<file path="config.mk">
export PLATFORM = sky130hd
export DESIGN_NAME = seq_detect_ctrl
export DESIGN_NICKNAME = d
export VERILOG_FILES = /design/src/rtl/seq_detect_ctrl.sv
export SDC_FILE = /design/constraint.sdc
export NUM_CORES = 1
export LEC_CHECK = 0
export ABC_AREA = 1
export CORE_ASPECT_RATIO = 1.5
export CORE_MARGIN = 8
export CORE_UTILIZATION = 35
export CTS_CLUSTER_SIZE = 28
export DETAILED_ROUTE_END_ITERATION = 10
export DONT_BUFFER_PORTS = 1
export SYNTH_ARGS = -nofsm -noshare
export SYNTH_HDL_FRONTEND = slang
export SYNTH_SLANG_ARGS = --single-unit
</file>
<file path="constraint.sdc">
create_clock -name clk -period 2.3 [get_ports clk]
set_clock_uncertainty 0.05 [all_clocks]
set_input_delay 0.46 -clock clk [delete_from_list [all_inputs] [get_ports clk]]
set_output_delay 0.46 -clock clk [all_outputs]
set_load 0.1 [all_outputs]
</file>
<file path="src/rtl/seq_detect_ctrl.sv">
// rtl/seq_detect_ctrl.sv - programmable serial pattern-detection run controller
// Optional first-match position capture: define SEQ_DETECT_CTRL_FIRST_POS_EN.
module seq_detect_ctrl #(
  parameter int MAX_LEN = 8,
  parameter int LEN_W   = 4,
  parameter int CNT_W   = 8,
  parameter int TO_W    = 16
) (
  input  logic               clk,
  input  logic               rst,
  input  logic [MAX_LEN-1:0] cfg_pattern,
  input  logic [LEN_W-1:0]   cfg_len,
  input  logic               cfg_overlap,
  input  logic [CNT_W-1:0]   cfg_target,
  input  logic [TO_W-1:0]    cfg_timeout,
  input  logic               start,
  input  logic               abort,
  input  logic               x,
  input  logic               x_valid,
  output logic               busy,
  output logic               match,
  output logic [CNT_W-1:0]   match_count,
  output logic               done,
  output logic               timeout_flag,
  output logic               cfg_err,
  output logic [TO_W-1:0]    first_pos
);

  typedef enum logic [1:0] {IDLE = 2'd0, RUN = 2'd1, DONE = 2'd2} state_t;

  state_t             state_q, state_n;
  logic [MAX_LEN-2:0] hist_q, hist_n;
  logic [MAX_LEN-1:0] pat_q, pat_n;
  logic [LEN_W-1:0]   len_q, len_n, fill_q, fill_n;
  logic               ovl_q, ovl_n;
  logic [CNT_W-1:0]   tgt_q, tgt_n, cnt_q, cnt_n;
  logic [TO_W-1:0]    tmo_q, tmo_n, timer_q, timer_n;
  logic               match_q, match_n, tflag_q, tflag_n, err_q, err_n;

  logic               len_ok, do_start, hit, tgt_hit, to_hit;
  logic [MAX_LEN-1:0] shifted, mask;
  logic [LEN_W:0]     fill_p1;
  logic [CNT_W-1:0]   cnt_inc;

  assign len_ok   = (cfg_len != '0) && (cfg_len <= LEN_W'(MAX_LEN));
  assign do_start = start && !abort && (state_q != RUN) && len_ok;
  // Only the newest MAX_LEN bits matter; the oldest stored bit falls off here.
  assign shifted  = {hist_q, x};
  assign mask     = ~({MAX_LEN{1'b1}} << len_q);
  assign fill_p1  = {1'b0, fill_q} + (LEN_W+1)'(1);
  assign hit      = (state_q == RUN) && !abort && x_valid &&
                    (fill_p1 >= {1'b0, len_q}) &&
                    (((shifted ^ pat_q) & mask) == '0);
  assign cnt_inc  = (&cnt_q) ? cnt_q : cnt_q + CNT_W'(1);
  assign tgt_hit  = hit && (tgt_q != '0) && (cnt_inc == tgt_q);
  assign to_hit   = (tmo_q != '0) && ((timer_q + TO_W'(1)) == tmo_q);

  always_comb begin
    state_n = state_q;
    hist_n  = hist_q;
    pat_n   = pat_q;
    len_n   = len_q;
    fill_n  = fill_q;
    ovl_n   = ovl_q;
    tgt_n   = tgt_q;
    cnt_n   = cnt_q;
    tmo_n   = tmo_q;
    timer_n = timer_q;
    tflag_n = tflag_q;
    match_n = 1'b0;
    err_n   = 1'b0;
    case (state_q)
      RUN: begin
        if (abort) begin
          state_n = IDLE;
        end else begin
          if (tmo_q != '0) timer_n = timer_q + TO_W'(1);
          if (x_valid) begin
            hist_n = shifted[MAX_LEN-2:0];
            if (hit && !ovl_q)    fill_n = '0;
            else if (fill_q < len_q) fill_n = fill_q + LEN_W'(1);
          end
          if (hit) begin
            match_n = 1'b1;
            cnt_n   = cnt_inc;
          end
          // A target-reaching match outranks a coincident timeout.
          if (tgt_hit) begin
            state_n = DONE;
          end else if (to_hit) begin
            state_n = DONE;
            tflag_n = 1'b1;
          end
        end
      end
      IDLE, DONE: begin
        if (abort) begin
          state_n = IDLE;
        end else if (do_start) begin
          state_n = RUN;
          pat_n   = cfg_pattern;
          len_n   = cfg_len;
          ovl_n   = cfg_overlap;
          tgt_n   = cfg_target;
          tmo_n   = cfg_timeout;
          hist_n  = '0;
          fill_n  = '0;
          timer_n = '0;
          cnt_n   = '0;
          tflag_n = 1'b0;
        end else if (start) begin
          err_n = 1'b1;
        end
      end
      default: state_n = IDLE;
    endcase
  end

  always_ff @(posedge clk or negedge rst) begin
    if (!rst) begin
      state_q <= IDLE;
      hist_q  <= '0;
      pat_q   <= '0;
      len_q   <= '0;
      fill_q  <= '0;
      ovl_q   <= 1'b0;
      tgt_q   <= '0;
      cnt_q   <= '0;
      tmo_q   <= '0;
      timer_q <= '0;
      tflag_q <= 1'b0;
      match_q <= 1'b0;
      err_q   <= 1'b0;
    end else begin
      state_q <= state_n;
      hist_q  <= hist_n;
      pat_q   <= pat_n;
      len_q   <= len_n;
      fill_q  <= fill_n;
      ovl_q   <= ovl_n;
      tgt_q   <= tgt_n;
      cnt_q   <= cnt_n;
      tmo_q   <= tmo_n;
      timer_q <= timer_n;
      tflag_q <= tflag_n;
      match_q <= match_n;
      err_q   <= err_n;
    end
  end

  assign busy         = (state_q == RUN);
  assign done         = (state_q == DONE);
  assign match        = match_q;
  assign match_count  = cnt_q;
  assign timeout_flag = tflag_q;
  assign cfg_err      = err_q;

`ifdef SEQ_DETECT_CTRL_FIRST_POS_EN
  logic [TO_W-1:0] smp_q, fpos_q, smp_inc;

  assign smp_inc = (&smp_q) ? smp_q : smp_q + TO_W'(1);

  // A zero match count marks the first hit of the run.
  always_ff @(posedge clk or negedge rst) begin
    if (!rst) begin
      smp_q  <= '0;
      fpos_q <= '0;
    end else if (do_start) begin
      smp_q  <= '0;
      fpos_q <= '0;
    end else if ((state_q == RUN) && !abort && x_valid) begin
      smp_q <= smp_inc;
      if (hit && (cnt_q == '0)) fpos_q <= smp_inc;
    end
  end

  assign first_pos = fpos_q;
`else
  assign first_pos = '0;
`endif

endmodule

</file>
### Word-level counts from Yosys, hierarchy flattened

Cells that the tools add are included.

| cells by class | value |
|---|---|
| mux-type cells | 42 |
| bitwise operators | 4 |
| reduce and logical (&&, ||, !) cells | 29 |
| add/subtract/negate cells | 4 |
| equal/unequal tests | 16 |
| magnitude comparators | 3 |
| shift operators | 1 |

Operators with widths:

| cell | count |
|---|---|
| 16-bit two-way mux | 4 |
| 8-bit two-way mux | 5 |
| 16-bit one-hot mux with 2 select lines | 1 |
| 7-bit two-way mux | 4 |
| 4-bit two-way mux | 6 |
| 16-bit by 1-bit adder with 16-bit output, second input constant | 1 |
| 16-bit equality test | 1 |
| 8-bit one-hot mux with 2 select lines | 1 |
| 16-bit nonzero test | 1 |
| 5-bit AND reduction | 3 |
| 7-bit one-hot mux with 2 select lines | 1 |
| 1-bit logical AND | 12 |
| 1-bit two-way mux | 12 |
| 6-bit AND reduction | 2 |
| 2-bit two-way mux | 5 |
| 2-bit != test, second input constant | 5 |
| 8-bit by 1-bit adder with 8-bit output, second input constant | 1 |
| 8-bit bitwise AND | 1 |
| 8-bit equality test | 1 |
| 8-bit zero test | 1 |
| 2-bit by 1-bit != test with 1-bit output, second input constant | 4 |
| 8-bit NOT | 1 |
| 4-bit one-hot mux with 2 select lines | 1 |
| 8-bit AND reduction | 1 |
| 23 further kinds | 24 |

| word-level totals | value |
|---|---|
| output and inout port bits | 29 |
| register bits after elaboration | 77 |
| word-level logic and storage cells | 112 |
| input port bits | 43 |

### Logic depth before layout (Yosys ltp)

Gate-level depths: netlist of the first run.

| logic depth | value |
|---|---|
| depth in word-level cells | 10 |
| mapped depth | 16 |
| gate-level depth less buffers | 16 |

### Least setup slack after synthesis of the first run

No wires, ideal clock.

| path | value |
|---|---|
| path type | register to register |
| start point | register cnt_q[1] (netlist: match_count[1]) |
| end point | register state_q[1] |
| setup slack | -0.216 ns |
| path buffers | 0 |
| period minus slack after synthesis | 2.516 ns |
| data required time | 2.184 ns |
| data arrival time | 2.400 ns |
| cell stages (with the launch flop) | 14 |
| cell sequence | dfrtp_1 -> ha_1 -> nand2_1 -> nor2_1 -> nand2_2 -> nand2_1 -> nand2_1 -> nand2_1 -> nand3_1 -> nor3_1 -> nand3_1 -> nand3_1 -> nand3_1 -> nand2_1 |

| between the ends | value |
|---|---|
| cells in the longest elaborated chain, start to end | 7 |
| elaborated cells on any way between the ends | 10 |

RTL lines:

| item | RTL line | source |
|---|---|---|
| start, declared | 36 | `logic [CNT_W-1:0] tgt_q, tgt_n, cnt_q, cnt_n;` |
| start signal, assigned | 142 | `cnt_q <= cnt_n;` |
| 8-bit by 1-bit adder with 8-bit output / 8-bit AND reduction (equally long branches) | 54 | `assign cnt_inc = (&cnt_q) ? cnt_q : cnt_q + CNT_W'(1);` |
| 8-bit two-way mux (*) | 54 |  |
| 8-bit equality test (*) | 55 | `assign tgt_hit = hit && (tgt_q != '0) && (cnt_inc == tgt_q);` |
| 1-bit logical AND (*) | 55 |  |
| 2-bit two-way mux | 88 | `if (tgt_hit) begin` |
| 2-bit two-way mux | 74 | `if (abort) begin` |
| 2-bit one-hot mux with 2 select lines | 72 | `case (state_q)` |
| end signal, assigned | 135 | `state_q <= state_n;` |
| end, declared | 31 | `state_t state_q, state_n;` |

Mark *: on every way between the ends. The rest lies on a longest branch, timed or not.
A chain may end at the register's enable or synchronous reset.

### Final worst setup path of the first run

| path | value |
|---|---|
| start point | register fill_q[1] |
| end point | register state_q[1] |

| between the ends | value |
|---|---|
| cells in the longest elaborated chain, start to end | 9 |
| elaborated cells on any way between the ends | 11 |

RTL lines:

| item | RTL line | source |
|---|---|---|
| start, declared | 34 | `logic [LEN_W-1:0] len_q, len_n, fill_q, fill_n;` |
| start signal, assigned | 139 | `fill_q <= fill_n;` |
| 4-bit by 1-bit adder with 5-bit output (*) | 50 | `assign fill_p1 = {1'b0, fill_q} + (LEN_W+1)'(1);` |
| 5-bit by 4-bit greater-or-equal comparator with 1-bit output (*) | 52 | `(fill_p1 >= {1'b0, len_q}) &&` |
| 1-bit logical AND (*) | 51 | `assign hit = (state_q == RUN) && !abort && x_valid &&` |
| 1-bit logical AND (*) | 52 |  |
| 1-bit logical AND (*) (2 in a row) | 55 |  |
| 2-bit two-way mux | 88 |  |
| 2-bit two-way mux | 74 |  |
| 2-bit one-hot mux with 2 select lines | 72 |  |

Marks and branches as above.

==> impl_metrics.env, run 1 <==
export IMPL_ys_types=36
export IMPL_areaGrowthSynthToFinish_pct=12.5
export IMPL_die_width_um=111
export IMPL_gr_total_overflow=0
export IMPL_status="finished, violations left"
export IMPL_critPathMaxFanout=4
export IMPL_cts_buffer_depth=2
export IMPL_viasPerCell=4.99
export IMPL_finalHoldViolCount=77
export IMPL_avgSynthCellArea_sq_um=7.20
export IMPL_min_period_ps=2130
export IMPL_clkLatencyLatePin_ps=340
export IMPL_grt_pass1_wl_mm=21.1
export IMPL_ys_flop_type="dfrtp_1"
export IMPL_r2r_cells=13
export IMPL_placed_area_sq_um=4980
export IMPL_hold_path_class="primary input to async pin"
export IMPL_finalWirelength_mm=12.8
export IMPL_fin_setup_tns_ps=0
export IMPL_synthCells=659
export IMPL_diodes=0
export IMPL_fin_area_sq_um=5340
export IMPL_p_leak_nw=2.57
export IMPL_r2r_start="fill_q[1]"
export IMPL_synth_most_common_cell="nand2_1"
export IMPL_clock_sinks=77
export IMPL_synth_top_cell_area_share=0.406
export IMPL_first_pass_iters=4
export IMPL_cts_htree_levels=3
export IMPL_final_period_utilization=0.928
export IMPL_synth_common_cells="nand2_1, inv_1, dfrtp_1"
export IMPL_dr_total_vias=4218
export IMPL_violations="hold timing"
export IMPL_synthTopCellsByArea="dfrtp_1, nand2_1, nand3_1"
export IMPL_hold_ws_ps=-234
export IMPL_ios=72
export IMPL_critPathLaunchType="flop"
export IMPL_die_h_um=159
export IMPL_grt_usage=0.149
export IMPL_cap_violations=0
export IMPL_p_per_area_nw_per_um2=931
export IMPL_rrSetupSlack_ps=170
export IMPL_path_clk_slew_ps=60
export IMPL_cts_buffers=9
export IMPL_gp_congestion=0.839
export IMPL_crit_type="flop to flop"
export IMPL_cts_tree="done"
export IMPL_first_global_vias=4274
export IMPL_drive_gt1_frac=0.114
export IMPL_ys_seq_area_frac=0.406
export IMPL_rows=52
export IMPL_worstSetupStartpoint="fill_q[1]"
export IMPL_dp_hpwl_mm=9.74
export IMPL_core_sq_um=13400
export IMPL_setup_violations=0
export IMPL_fillers=1409
export IMPL_drtAntennaViolNets=0
export IMPL_antenna_found_initial=0
export IMPL_grt_max_degree=78
export IMPL_cp_endpoint="state_q[1]"
export IMPL_synth_edff_count=0
export IMPL_yosys_register_bits=77
export IMPL_initialDrtViolationCount=194
export IMPL_initial_utilization=0.354
export IMPL_ys_async_sr_fraction=1.00
export IMPL_syn_cell_area_sq_um=4740
export IMPL_worstPathRequired_ps=2530
export IMPL_arrival_ps=2360
export IMPL_fmax_ghz=0.469
export IMPL_wl_per_cell_um=15.1
export IMPL_yosysTopAreaCell="dfrtp_1"
export IMPL_cp_end_kind="flop"
export IMPL_fin_nets=732
export IMPL_drv_slew=0
export IMPL_drc=0
export IMPL_root_buffer="clkbuf_16"
export IMPL_ir_drop_mv=0.350
export IMPL_io_buffers=0
export IMPL_synth_warnings=0
export IMPL_die_area_sq_um=17600
export IMPL_r2r_end="state_q[1]"
## kinds of logic (layout without fill, tap and decap cells)
logic type               Yosys count  after routing  share of synthesized area
XOR/XNOR                          11             11                     0.0203
AO/OA/AOI/OAI                     77             77                     0.0886
buffers and inverters            115            124                      0.108
other                              1             16                   0.000790
flip-flops                        77             77                      0.406
adder cells (fa/ha/maj)           11             11                     0.0290
AND/OR/NAND/NOR                  367            367                      0.347
## timing repair
item | 4_1_cts | 5_1_grt
hold endpoints to repair | 77 | 77
endpoints found under the setup margin | 3 | 15
buffers inserted | 0 | 1
gates resized for setup | 1 | 8
## metrics by stage
stage	instances	utilization	total power [mW]	worst slack [ps]	hold slack, ps
CTS	844	0.395	4.98	39.9	-246
finish	845	0.398	4.97	166	-234
detailed placement	828	0.372	3.49	-41.0	121
global placement	828	0.372	3.46	-9.05	121
global route	845	0.398	5.31	-4.09	-251
floorplan	674	-	3.15	14.1	114
## cell usage in the layout (no fill, tap or decap), types with 2 or more instances in the layout
cell type   count
nand2_1       211
inv_1          82
nand3_1        72
dfrtp_1        70
o21ai_0        54
nor2_1         41
buf_4          23
conb_1         16
nand4_1        11
o22ai_1        10
ha_1           10
clkbuf_16       9
nor2_4          7
dfrtp_2         7
xor2_1          6
nor2_2          5
nand2_2         5
nand3_2         5
xnor2_1         5
o21ai_1         4
a21oi_1         3
nor2_8          2
nand3b_1        2
nor4_1          2
o31ai_1         2
clkinvlp_4      2
## metal layers
layer	part of all wire	vias to the layer above	GRT usage
li1	-	2119	-
met5	0	-	0
met3	0.038	35	0.0241
met2	0.54	114	0.278
met4	0.042	0	0.0911
met1	0.38	1950	0.154
## area by class of cell
class	instances	area [sq um]	area share
multi-input cells	482	2400	0.450
clock buffers	11	243	0.0455
flip-flops and latches	77	1940	0.363
inverters	85	322	0.0602
clock inverters	5	58.8	0.0110
well taps	162	203	0.0380
repair buffers	23	173	0.0323
## how the worst min path moves through the flow
stage,cells after the start,slack [ps],end
after detailed placement,0,120,tgt_q[5]
after global routing,0,-250,tgt_q[5]
after floorplan,0,110,cfg_err
final,0,-230,tgt_q[7]
after CTS,0,-250,timer_q[2]
after global placement,0,120,tgt_q[7]
## critical path, stage by stage, from the launching register on
cell and delay (ps):
dfrtp_1 440, ha_4 190, xor2_1 150, ha_1 280, nand2_1 60, nand2_1 60, nand2_1 50, nand2_1 90
nand3_4 110, nor3_2 190, nand3_2 140, nand3_1 120, nand3_1 90, nand2_1 60
## flip-flops by register name (all words and copies together) (netlist names), 4 cells and up
register / flops
fill_q: 4
tmo_q: 16
tgt_q: 8
timer_q: 16
len_q: 4
pat_q: 8
hist_q: 7
match_count: 8
## power breakdown
part	switching [mW]	total, mW	internal [mW]	leakage (nW)
clock network	0.588	1.46	0.873	0.142
logic	1.06	1.56	0.498	1.43
registers	0.292	1.95	1.66	0.992
total	1.94	4.97	3.03	2.57
No activity file was read; power rests on OpenSTA's default activity.
==> inputs of run 2 (changes only) <==
--- a/config.mk
+++ b/config.mk
@@ -6,12 +6,15 @@
 export NUM_CORES = 1
 export LEC_CHECK = 0
 export ABC_AREA = 1
+export CELL_PAD_IN_SITES_DETAIL_PLACEMENT = 1
+export CELL_PAD_IN_SITES_GLOBAL_PLACEMENT = 2
 export CORE_ASPECT_RATIO = 1.5
 export CORE_MARGIN = 8
 export CORE_UTILIZATION = 35
 export CTS_CLUSTER_SIZE = 28
 export DETAILED_ROUTE_END_ITERATION = 10
 export DONT_BUFFER_PORTS = 1
+export PLACE_DENSITY_LB_ADDON = 0.1
 export SYNTH_ARGS = -nofsm -noshare
 export SYNTH_HDL_FRONTEND = slang
 export SYNTH_SLANG_ARGS = --single-unit
==> impl_metrics.env, run 2 (same netlist as run 1, synthesis figures left out) <==
export IMPL_status="finished, violations left"
export IMPL_violations="hold timing"
export IMPL_viasPerCell=5.10
export IMPL_initial_utilization=0.354
export IMPL_first_pass_iters=4
export IMPL_drc=0
export IMPL_cts_buffers=9
export IMPL_cp_end_kind="flop"
export IMPL_sw_frac_of_total=0.393
export IMPL_core_sq_um=13400
export IMPL_clkLatencyLatePin_ps=340
export IMPL_r2r_start="fill_q[0]"
export IMPL_dp_hpwl_mm=11.2
export IMPL_rrSetupSlack_ps=100
export IMPL_r2r_end="fill_q[3]"
export IMPL_path_clk_slew_ps=60
export IMPL_crit_type="flop to flop"
export IMPL_root_buffer="clkbuf_16"
export IMPL_arrival_ps=2400
export IMPL_rows=52
export IMPL_grt_usage=0.170
export IMPL_dr_total_vias=4339
export IMPL_worstPathRequired_ps=2500
export IMPL_p_per_area_nw_per_um2=936
export IMPL_seq_power_share=0.386
export IMPL_diodes=0
export IMPL_reg_top3="timer_q x16, tmo_q x16"
export IMPL_drtAntennaViolNets=0
export IMPL_grt_max_degree=78
export IMPL_worstMarginPinSlew_ps=541
export IMPL_first_global_vias=4802
export IMPL_fin_nets=739
export IMPL_hold_ws_ps=-237
export IMPL_drv_slew=0
export IMPL_io_buffers=0
export IMPL_antenna_found_initial=1
export IMPL_finalWirelength_mm=14.6
export IMPL_fin_cells=851
export IMPL_wl_per_cell_um=17.1
export IMPL_ios=72
export IMPL_grt_setup_unrepaired="true"
export IMPL_layout_commonest_cell="nand2_1"
export IMPL_cts_htree_levels=3
export IMPL_setup_violations=0
export IMPL_switching_power_mw=1.98
export IMPL_critPathMaxFanout=5
export IMPL_layout_common_cells="nand2_1, inv_1, nand3_1, dfrtp_1, o21ai_0"
export IMPL_grt_pass1_wl_mm=23.9
export IMPL_gp_congestion=0.785
export IMPL_intPower_mw=3.06
export IMPL_p_leak_nw=2.60
export IMPL_min_period_ps=2200
export IMPL_drive_gt1_frac=0.122
export IMPL_finalHoldViolCount=77
export IMPL_fin_setup_tns_ps=0
export IMPL_clock_sinks=77
export IMPL_die_area_sq_um=17600
export IMPL_gr_total_overflow=0
export IMPL_die_h_um=159
export IMPL_dp_cells=833
export IMPL_power_frac_comb=0.330
export IMPL_cap_violations=0
export IMPL_critPathLaunchType="flop"
export IMPL_cts_buffer_depth=2
export IMPL_final_util=0.401
export IMPL_fmax_ghz=0.455
export IMPL_areaGrowthSynthToFinish_pct=13.4
export IMPL_r2r_cells=14
export IMPL_hold_path_class="primary input to async pin"
export IMPL_initialDrtViolationCount=150
export IMPL_final_period_utilization=0.955
export IMPL_pwr_share_clk=0.285
export IMPL_maxSlewHeadroom=0.639
export IMPL_ir_drop_mv=0.414
export IMPL_cts_tree="done"
export IMPL_die_width_um=111
-- run 2: worst max path at each step --
stage / startpoint / to / slack, ps / cells past startpoint
4_1_cts: fill_q[0] / fill_q[2] / 30 / 15
6_report: fill_q[0] / fill_q[3] / 100 / 14
3_5_place_dp: fill_q[0] / fill_q[2] / 90 / 15
2_1_floorplan: match_count[3] / state_q[1] / 10 / 12
5_1_grt: fill_q[0] / fill_q[3] / -10 / 14
3_3_place_gp: fill_q[0] / fill_q[0] / 190 / 15
-- run 2: repair_timing --
| action | in CTS | in global routing |
|---|---|---|
| setup endpoints to repair | 0 | 8 |
| resized for setup | 0 | 12 |
| setup buffers | 0 | 3 |
| hold endpoints to repair | 77 | 77 |
-- run 2: layer usage --
| metal | track usage | routed length (um) | share of wire |
|---|---|---|---|
| met5 | 0 | 13 | 0.00089 |
| met2 | 0.332 | 8250 | 0.57 |
| met3 | 0.0362 | 467 | 0.032 |
| met4 | 0.0739 | 394 | 0.027 |
| met1 | 0.168 | 5440 | 0.37 |
-- run 2: stage by stage --
| stage | power [mW] | worst slack (ps) | instance area (sq um) |
|---|---|---|---|
| 3_3_place_gp | 3.55 | 191 | 5020 |
| 6_report | 5.04 | 104 | 5380 |
| 3_5_place_dp | 3.59 | 94.8 | 5020 |
| 4_1_cts | 5.06 | 32.5 | 5320 |
| 5_1_grt | 5.39 | -12.7 | 5380 |
| 2_1_floorplan | 3.15 | 14.1 | 4810 |
-- run 2: power by group through the flow --
stage | Sequential (mW) | Clock [mW] | Combinational [mW]
after floorplan | 1.99 | 0 | 1.16
after global placement | 1.96 | 0 | 1.59
after detailed placement | 1.97 | 0 | 1.62
after CTS | 1.95 | 1.48 | 1.64
after global routing | 1.99 | 1.53 | 1.88
final | 1.94 | 1.43 | 1.66
-- run 2: final cells by class --
| class | instances | area, sq um |
|---|---|---|
| clock buffers | 11 | 243 |
| clock inverters | 4 | 50.0 |
| fillers | 1696 | 8020 |
| inverters | 85 | 322 |
| multi-input cells | 482 | 2390 |
| flip-flops and latches | 77 | 1930 |
| well taps | 162 | 203 |
| repair buffers | 30 | 233 |
-- run 2: worst max-delay path, cell delays in order (launching register included) --
cell and delay, ps:
dfrtp_2 430, ha_1 330, ha_1 290, nand2_1 50
nand2_1 50, nand2_1 50, nand2_1 60, nand2_1 50
nand2_1 90, nand3_4 110, nor2_4 110, nor2_2 60
nor2_4 110, nand3_2 110, o22ai_1 150
